<file path="src/rtl/ram_ctrl_pkg.sv">
// Shared definitions for the RAM access arbiter.
//   RAM_ADDR_W / RAM_DATA_W : default geometry of the lab 32x8 RAM
//   RAM_DEPTH               : number of words swept by a clear
//   state_e                 : sequencer states
package ram_ctrl_pkg;

    localparam int unsigned RAM_ADDR_W = 5;
    localparam int unsigned RAM_DATA_W = 8;
    localparam int unsigned RAM_DEPTH  = 32;

    typedef enum logic [1:0] {
        StIdle,
        StClear,
        StIssue,
        StCapture
    } state_e;

endpackage

</file>
<file path="src/rtl/scan_tick_gen.sv">
// Scan tick divider: counts 0..SCAN_DIV-1 while enabled and emits a one-cycle
// tick on the terminal count. Held at 0 while disabled.
//   clk_i  : clock
//   rst_i  : asynchronous active-high reset
//   en_i   : count enable
//   tick_o : one-cycle pulse every SCAN_DIV enabled cycles
module scan_tick_gen #(
    parameter int unsigned SCAN_DIV = 50000000
) (
    input  logic clk_i,
    input  logic rst_i,
    input  logic en_i,
    output logic tick_o
);

    localparam int unsigned CntW = (SCAN_DIV > 1) ? $clog2(SCAN_DIV) : 1;
    localparam logic [CntW-1:0] LastCnt = CntW'(SCAN_DIV - 1);

    logic [CntW-1:0] cnt_q, cnt_d;

    assign tick_o = en_i && (cnt_q == LastCnt);

    always_comb begin
        cnt_d = cnt_q;
        if (!en_i || tick_o) begin
            cnt_d = '0;
        end else begin
            cnt_d = cnt_q + CntW'(1);
        end
    end

    always_ff @(posedge clk_i or posedge rst_i) begin
        if (rst_i) begin
            cnt_q <= '0;
        end else begin
            cnt_q <= cnt_d;
        end
    end

endmodule

</file>
<file path="src/rtl/ram_access_arbiter.sv">
// Sequencer/arbiter sharing a single-port synchronous RAM between a user port,
// a periodic display scanner and a zero-fill clear engine.
//   clk50M, reset              : clock, asynchronous active-high reset
//   clr_req / busy             : clear request, clear in progress
//   a_req/a_we/a_addr/a_wdata  : user request (held until a_ack)
//   a_ack / a_rdata            : user completion pulse, read data
//   scan_en                    : enables scan ticks
//   scan_addr/scan_data/scan_valid : last scanned word and its update pulse
//   ram_addr/ram_wdata/ram_we/ram_q : registered RAM interface
module ram_access_arbiter
    import ram_ctrl_pkg::*;
#(
    parameter int unsigned ADDR_W   = RAM_ADDR_W,
    parameter int unsigned DATA_W   = RAM_DATA_W,
    parameter int unsigned SCAN_DIV = 50000000
) (
    input  logic              clk50M,
    input  logic              reset,
    input  logic              clr_req,
    input  logic              a_req,
    input  logic              a_we,
    input  logic [ADDR_W-1:0] a_addr,
    input  logic [DATA_W-1:0] a_wdata,
    output logic              a_ack,
    output logic [DATA_W-1:0] a_rdata,
    input  logic              scan_en,
    output logic [ADDR_W-1:0] scan_addr,
    output logic [DATA_W-1:0] scan_data,
    output logic              scan_valid,
    output logic              busy,
    output logic [ADDR_W-1:0] ram_addr,
    output logic [DATA_W-1:0] ram_wdata,
    output logic              ram_we,
    input  logic [DATA_W-1:0] ram_q
);

    logic scan_tick;

    scan_tick_gen #(
        .SCAN_DIV(SCAN_DIV)
    ) u_scan_tick_gen (
        .clk_i (clk50M),
        .rst_i (reset),
        .en_i  (scan_en),
        .tick_o(scan_tick)
    );

    state_e            state_q, state_d;
    logic [ADDR_W-1:0] ram_addr_q, ram_addr_d;
    logic [DATA_W-1:0] ram_wdata_q, ram_wdata_d;
    logic              ram_we_q, ram_we_d;
    logic              a_ack_q, a_ack_d;
    logic [DATA_W-1:0] a_rdata_q, a_rdata_d;
    logic [ADDR_W-1:0] scan_addr_q, scan_addr_d;
    logic [DATA_W-1:0] scan_data_q, scan_data_d;
    logic              scan_valid_q, scan_valid_d;
    logic              busy_q, busy_d;
    logic [ADDR_W-1:0] scan_ptr_q, scan_ptr_d;
    logic              scan_pend_q, scan_pend_d;
    logic              last_scan_q, last_scan_d;  // last grant went to the scanner
    logic              op_scan_q, op_scan_d;      // access in flight belongs to the scanner
    logic              op_wr_q, op_wr_d;          // access in flight is a user write

    always_comb begin
        state_d      = state_q;
        ram_addr_d   = ram_addr_q;
        ram_wdata_d  = ram_wdata_q;
        ram_we_d     = ram_we_q;
        a_ack_d      = 1'b0;
        a_rdata_d    = a_rdata_q;
        scan_addr_d  = scan_addr_q;
        scan_data_d  = scan_data_q;
        scan_valid_d = 1'b0;
        busy_d       = busy_q;
        scan_ptr_d   = scan_ptr_q;
        scan_pend_d  = scan_pend_q;
        last_scan_d  = last_scan_q;
        op_scan_d    = op_scan_q;
        op_wr_d      = op_wr_q;

        unique case (state_q)
            StIdle: begin
                if (clr_req) begin
                    state_d     = StClear;
                    busy_d      = 1'b1;
                    ram_we_d    = 1'b1;
                    ram_wdata_d = '0;
                    ram_addr_d  = '0;
                end else if (a_req && (!scan_pend_q || last_scan_q)) begin
                    // User wins when alone or when the scanner had the last turn.
                    state_d     = StIssue;
                    ram_addr_d  = a_addr;
                    ram_wdata_d = a_wdata;
                    ram_we_d    = a_we;
                    op_scan_d   = 1'b0;
                    op_wr_d     = a_we;
                    last_scan_d = 1'b0;
                end else if (scan_pend_q) begin
                    state_d     = StIssue;
                    ram_addr_d  = scan_ptr_q;
                    ram_wdata_d = '0;
                    ram_we_d    = 1'b0;
                    op_scan_d   = 1'b1;
                    op_wr_d     = 1'b0;
                    last_scan_d = 1'b1;
                    scan_pend_d = 1'b0;
                end
            end
            StClear: begin
                if (ram_addr_q == '1) begin
                    state_d  = StIdle;
                    busy_d   = 1'b0;
                    ram_we_d = 1'b0;
                end else begin
                    ram_addr_d = ram_addr_q + ADDR_W'(1);
                end
            end
            StIssue: begin
                ram_we_d = 1'b0;
                state_d  = StCapture;
            end
            StCapture: begin
                state_d = StIdle;
                if (op_scan_q) begin
                    scan_data_d  = ram_q;
                    scan_addr_d  = scan_ptr_q;
                    scan_ptr_d   = scan_ptr_q + ADDR_W'(1);
                    scan_valid_d = 1'b1;
                end else begin
                    a_ack_d = 1'b1;
                    if (!op_wr_q) begin
                        a_rdata_d = ram_q;
                    end
                end
            end
            default: state_d = StIdle;
        endcase

        // A tick arriving while one is already pending is dropped.
        if (scan_tick && !scan_pend_q) begin
            scan_pend_d = 1'b1;
        end
    end

    always_ff @(posedge clk50M or posedge reset) begin
        if (reset) begin
            state_q      <= StIdle;
            ram_addr_q   <= '0;
            ram_wdata_q  <= '0;
            ram_we_q     <= 1'b0;
            a_ack_q      <= 1'b0;
            a_rdata_q    <= '0;
            scan_addr_q  <= '0;
            scan_data_q  <= '0;
            scan_valid_q <= 1'b0;
            busy_q       <= 1'b0;
            scan_ptr_q   <= '0;
            scan_pend_q  <= 1'b0;
            last_scan_q  <= 1'b1;
            op_scan_q    <= 1'b0;
            op_wr_q      <= 1'b0;
        end else begin
            state_q      <= state_d;
            ram_addr_q   <= ram_addr_d;
            ram_wdata_q  <= ram_wdata_d;
            ram_we_q     <= ram_we_d;
            a_ack_q      <= a_ack_d;
            a_rdata_q    <= a_rdata_d;
            scan_addr_q  <= scan_addr_d;
            scan_data_q  <= scan_data_d;
            scan_valid_q <= scan_valid_d;
            busy_q       <= busy_d;
            scan_ptr_q   <= scan_ptr_d;
            scan_pend_q  <= scan_pend_d;
            last_scan_q  <= last_scan_d;
            op_scan_q    <= op_scan_d;
            op_wr_q      <= op_wr_d;
        end
    end

    assign ram_addr   = ram_addr_q;
    assign ram_wdata  = ram_wdata_q;
    assign ram_we     = ram_we_q;
    assign a_ack      = a_ack_q;
    assign a_rdata    = a_rdata_q;
    assign scan_addr  = scan_addr_q;
    assign scan_data  = scan_data_q;
    assign scan_valid = scan_valid_q;
    assign busy       = busy_q;

endmodule

</file>
<file path="config.mk">
export PLATFORM = sky130hd
export DESIGN_NAME = ram_access_arbiter
export DESIGN_NICKNAME = d
export VERILOG_FILES = /design/src/rtl/ram_ctrl_pkg.sv /design/src/rtl/scan_tick_gen.sv /design/src/rtl/ram_access_arbiter.sv
export SDC_FILE = /design/constraint.sdc
export NUM_CORES = 1
export LEC_CHECK = 0
export CORE_ASPECT_RATIO = 1.4
export CORE_MARGIN = 8
export CORE_UTILIZATION = 45
export DETAILED_ROUTE_END_ITERATION = 12
export GPL_TIMING_DRIVEN = 0
export HOLD_SLACK_MARGIN = 0.02
export PLACE_DENSITY = 0.74
export SYNTH_ARGS = -nofsm -noshare
export SYNTH_HDL_FRONTEND = slang
export SYNTH_HIERARCHICAL = 1
export SYNTH_SLANG_ARGS = --single-unit
</file>
<file path="constraint.sdc">
create_clock -name clk50M -period 3.38 [get_ports clk50M]
set_input_delay 0.676 -clock clk50M [delete_from_list [all_inputs] [get_ports clk50M]]
set_output_delay 0.676 -clock clk50M [all_outputs]
set_load 0.01 [all_outputs]
</file>
### Word level (Yosys, flattened, before mapping)

Index checks and enable logic that the tools add are counted.

| word-level totals | value |
|---|---|
| flip-flop bits (word level) | 75 |
| bits of input ports | 27 |

| operators by class | value |
|---|---|
| add/subtract/negate cells | 3 |
| eq/ne operators | 11 |
| mux-type cells | 31 |
| bitwise operators | 3 |
| reduce and logical (&&, ||, !) cells | 22 |

Operators by type and width:

| cell | number |
|---|---|
| adder 26 x 1 -> 26 bit (second input constant) | 1 |
| == test 26 bit (second input constant) | 1 |
| two-way mux 26 bit | 1 |
| two-way mux 8 bit | 3 |
| two-way mux 5 bit | 4 |
| AND reduction 3 bit | 6 |
| two-way mux 1 bit | 15 |
| adder 5 x 1 -> 5 bit (second input constant) | 2 |
| one-hot mux 5 bit (2 select lines) | 1 |
| two-way mux 2 bit | 4 |
| one-hot mux 2 bit (4 select lines) | 1 |
| != test 2 bit (second input constant) | 3 |
| AND reduction 2 bit | 3 |
| nonzero test 2 bit | 3 |
| nonzero test 3 bit | 2 |
| == test 5 bit (second input constant) | 1 |
| == test 2 bit (second input constant) | 2 |
| != test 2 x 1 -> 1 bit (second input constant) | 2 |
| != test 4 bit (second input constant) | 1 |
| logical AND 1 bit | 3 |
| inverter 1 bit | 3 |
| one-hot mux 1 bit (3 select lines) | 1 |
| == test 2 x 1 -> 1 bit (second input constant) | 1 |
| zero test 1 bit | 2 |
| 3 further kinds | 4 |

### Longest topological paths before layout

| logic depth | value |
|---|---|
| depth after elaboration | 7 |
| mapped depth | 8 |

### Modules after synthesis

The synthesis kept the hierarchy.

Modules (own cells, without submodules):

| module | instances | cells each | area each (um2) |
|---|---|---|---|
| ram_access_arbiter | 1 | 179 | 2199.6 |
| scan_tick_gen | 1 | 144 | 1380.1 |

### Least setup slack after synthesis

OpenSTA, ideal clock, no wires.

| path | value |
|---|---|
| path kind | register -> register |
| from | register ram_addr_q[0] (netlist: ram_addr[0]) |
| to | register ram_addr_q[2] (netlist: ram_addr[2]) |
| library setup time | 0.124 ns |
| arrival time | 1.831 ns |
| setup slack | 1.425 ns |
| stages on the path, launching flop included | 8 |
| clock period less this slack | 1.955 ns |
| cell sequence | dfrtp_1 > ha_1 > and3_1 > ha_1 > a221oi_2 > buf_4 > o21ai_1 > a211o_1 |

| between the ends | value |
|---|---|
| word-level cells in the longest chain between the ends | 3 |
| elaborated cells between the ends (all ways) | 6 |
| those cells by class | 1 x add/sub; 2 x eq/ne; 2 x mux; 1 x reduce/logical |

Ends and longest elaborated chain:

| element | line | source |
|---|---|---|
| start, declared | ram_access_arbiter.sv:49 | `logic [ADDR_W-1:0] ram_addr_q, ram_addr_d;` |
| start signal, assigned | ram_access_arbiter.sv:164 | `ram_addr_q <= ram_addr_d;` |
| adder 5 x 1 -> 5 bit or == test 5 bit (tied branches) | ram_access_arbiter.sv:115, ram_access_arbiter.sv:110 |  |
| two-way mux 5 bit or != test 2 bit (tied branches) | -- |  |
| one-hot mux 5 bit (2 select lines) or AND reduction 3 bit (tied branches) | -- |  |

Parallel ways exist; a longest one is shown, timed or not. The select of a mux whose other input is x is not followed.
A chain may end at the register's enable or synchronous reset.

### Worst setup path after layout

| path | value |
|---|---|
| from | register u_scan_tick_gen.cnt_q[11] |
| to | register u_scan_tick_gen.cnt_q[2] |

| between the ends | value |
|---|---|
| word-level cells in the longest chain between the ends | 4 |

Ends and longest elaborated chain:

| element | line | source |
|---|---|---|
| start, declared | scan_tick_gen.sv:19 | `logic [CntW-1:0] cnt_q, cnt_d;` |
| start signal, assigned | scan_tick_gen.sv:36 | `cnt_q <= cnt_d;` |
| == test 26 bit | scan_tick_gen.sv:21 | `assign tick_o = en_i && (cnt_q == LastCnt);` |
| logical AND 1 bit | scan_tick_gen.sv:21 |  |
| logical OR 1 bit | scan_tick_gen.sv:25 | `if (!en_i \|\| tick_o) begin` |
| two-way mux 26 bit | scan_tick_gen.sv:25 |  |
| named net u_scan_tick_gen.cnt_d[2] | scan_tick_gen.sv:19 |  |

The timed path passes the listed nets, and every way through them passes these cells.

==> impl_metrics.toml <==
[logic_synthesis]
synth_simple_gate_area_share_pct = 17.8
synth_top_cell_by_area = "dfrtp_1"
ys_ff_latch = 75
yosys-mux-area-fraction_pct = 7.51
synth_compound_area_share_pct = 12.1
synth_area_leaders = "dfrtp_1 52%, mux2_2 7.2%, ha_1 3.5%"
synth-main-ff-cell = "dfrtp_1"
syn-cell-area_um2 = 3580
synth_top_family_by_area = "simple AND/OR/NAND/NOR gates"
seq_area_frac_synth_pct = 52.5
synth.distinct_cells = 47
synthXorXnorAreaFrac_pct = 3.91
syn_area_per_cell_um2 = 11.1
yosys_warnings = 6
syn_inst = 323
async_flop_share_pct = 100
syn_nets = 360
synth_edf_count = 0
synth_fa_ha_area_share_pct = 3.50
synth_top_area_share_pct = 51.7

[floorplan]
coreArea_um2 = 7750
die-area_um2 = 11100
initial_core_util_pct = 46.2
die_w_um = 91.4
die_h_um = 122
num_rows = 38
io_pins = 65

[cts]
cts_setup_buffers = 0
numCtsBuffers = 9
cts_tree = "built"
h-tree-depth = 3
clk_latency_ns = 0.35
cts-root-buf = "clkbuf_8"
clock_sinks = 75
cts.clk_slew.worst_paths_ns = 0.07
cts_max_path_buffers = 2
cts_hold_buffers = 0
cts.repair.resized = 0

[sta]
tns_ns = 0
relSlewSlack_pct = 33.7
timing.final.hold_violations = 0
finalCriticalPeriod_ns = 2.23
skew_ns = 0.00475
finalWorstSetupSlack_ns = 1.15
worstMarginPinSlew_ns = 0.994
final_max_slew_viol_count = 0
rsz0062_at_grt = "no"
fmax_mhz = 448
finalSetupViolations = 0
layout_worst_path_cycle_share_pct = 66.1

[worst_setup_path]
max_stage_delay_ns = 0.69
end_kind = "flop"
startpoint_type = "flop"
cp_top_family = "compound AO/OA/AOI/OAI gates"
critPathBufInv = 1
path_cells = "nor4b_1, nand4_1, o41ai_2, buf_2, nor2_1"
critPathKind = "reg2reg"
worstPathMaxFanout = 10
cp_data_required_time_ns = 3.62
arrival_ns = 2.47
cp_slowest_cell = "o41ai_2"

[routing]
drc = 0
vias = 2751
ant_nets = 0
wire_per_inst_um = 16.3
routed_wl_um = 8180
dr.pass1.iters = 4
dr.first_iter.drc_count = 108
viasPerCell = 5.47

[global_routing]
grt_max_degree = 29
grt_pass1_vias = 2736
overflow = 0
grt_pass1_wl_um = 13500
grtUsageTotal_pct = 15.2
antenna_found_initial = 0

[placed_design]
dp_cells = 487
dp_hpwl_um = 5990
place_congestion = 0.894
pre_cts_slack_ns = 0.935
io_buffers = 63

[power_and_ir_drop]
p_leak_nw = 1.96
power.total_mw = 2.75
power.clock.fraction_pct = 24.6
peakVddDrop_uv = 303
power.internal_mw = 1.92
p_sw_mw = 0.831
swShare_pct = 30.3
powerDensity_nw_per_um2 = 604
comb_power_share_pct = 32.9
pwr-share-seq_pct = 42.5

[run_status]
status = "finished clean"

[finish]
area_delta_synth_final_pct = 26.9
drive_gt1_share_pct = 13.6
final_nets = 435
finalNonFillerCells = 503
n_antenna_cell = 0
fillCellCount = 631

[run]
maxCapViolCount = 0

[hold_path]
holdCritPathClass = "reg2reg"
-- path summary, 6_finish.rpt --
check                                          start                        end  slack [ns]  cells after the start
min in group asynchronous                      reset                 a_rdata[0]        0.69                      2
hold reg to reg                            op_scan_q                      a_ack        0.46                      1
setup reg to reg           u_scan_tick_gen/cnt_q[11]   u_scan_tick_gen/cnt_q[2]        1.15                      5
setup / recovery           u_scan_tick_gen/cnt_q[11]   u_scan_tick_gen/cnt_q[2]        1.15                      5
hold / removal                             op_scan_q                      a_ack        0.46                      1
max in group asynchronous                      reset  u_scan_tick_gen/cnt_q[20]        1.86                      2
-- metrics by stage --
step	hold slack (ns)	utilization [%]	cell area [um2]
2_1_floorplan	0.434	-	3580
3_3_place_gp	0.456	55.9	4340
3_5_place_dp	0.460	56.2	4360
4_1_cts	0.473	58.6	4540
5_1_grt	0.489	58.6	4540
6_report	0.461	58.6	4540
-- routing by layer --
metal | global-route usage, % | routed length, um
met3 | 3.82 | 368
met2 | 26.5 | 4330
met1 | 17.0 | 3300
met4 | 7.71 | 184
met5 | 0 | 0
-- power groups by stage --
stage	combinational, mW	clock, mW	sequential (mW)
after floorplan	0.422	0	1.24
after global placement	0.893	0	1.18
after detailed placement	0.909	0	1.18
after CTS	0.915	0.702	1.17
after global routing	0.977	0.735	1.19
final	0.903	0.677	1.17
-- synth_stat cells, types with 2 or more instances --
cell,instances
clkbuf_1,3
nand2_1,21
dfrtp_1,74
and4_1,3
or4_1,6
a21oi_1,16
nand4_1,10
xnor2_1,12
ha_1,10
o31ai_1,6
inv_1,10
or4_4,2
nor2_1,25
nor4_1,6
nand3_1,9
a22o_1,9
and3_1,8
or3_1,7
buf_2,7
o211ai_1,2
mux2_2,23
nor2b_1,3
xor2_1,4
o21ai_0,10
nand2b_1,3
a31oi_1,6
buf_4,2
a21boi_0,5
and2_1,3
-- logic make-up after synthesis --
kind of cell,Yosys count
DFF,75
muxes,24
xor gates and xnor gates,16
buffers and inverters,22
AOI/OAI and AO/OA,63
adders and majority gates,10
and+or+nand+nor,113
-- cells in the final DEF, fill, tap and decap left out, types with 5 or more instances in the layout --
cell	instances
dfrtp_1	74
clkdlybuf4s50_1	63
nor2_1	25
mux2_2	23
nand2_1	21
a21oi_1	16
xnor2_1	12
nand4_1	10
o21ai_0	10
ha_1	10
clkbuf_8	10
inv_1	9
a22o_1	9
nand3_1	9
and3_1	8
buf_2	7
or3_1	7
clkbuf_1	6
a31oi_1	6
o31ai_1	6
nor4_1	6
or4_1	6
a21boi_0	5
-- final cells by class --
type                            count  area, um2  area share (%)
Multi-Input combinational cell    226       1600            35.3
Inverter                           10       37.5           0.826
Sequential cell                    75       1880            41.3
Clock inverter                      3       40.0           0.881
Buffer                             12       61.3            1.35
Clock buffer                       13        149            3.28
Tap cell                          100        125            2.75
Timing Repair Buffer               64        651            14.3
-- flip-flops by register name (all words and copies together), names as in the netlist --
register,cells
a_ack,1
a_rdata,8
busy,1
last_scan_q,1
op_scan_q,1
op_wr_q,1
ram_addr,5
ram_wdata,8
ram_we,1
scan_addr,5
scan_data,8
scan_pend_q,1
scan_ptr_q,5
scan_valid,1
state_q,2
u_scan_tick_gen/cnt_q,26
(Power assumes the default switching activity.)
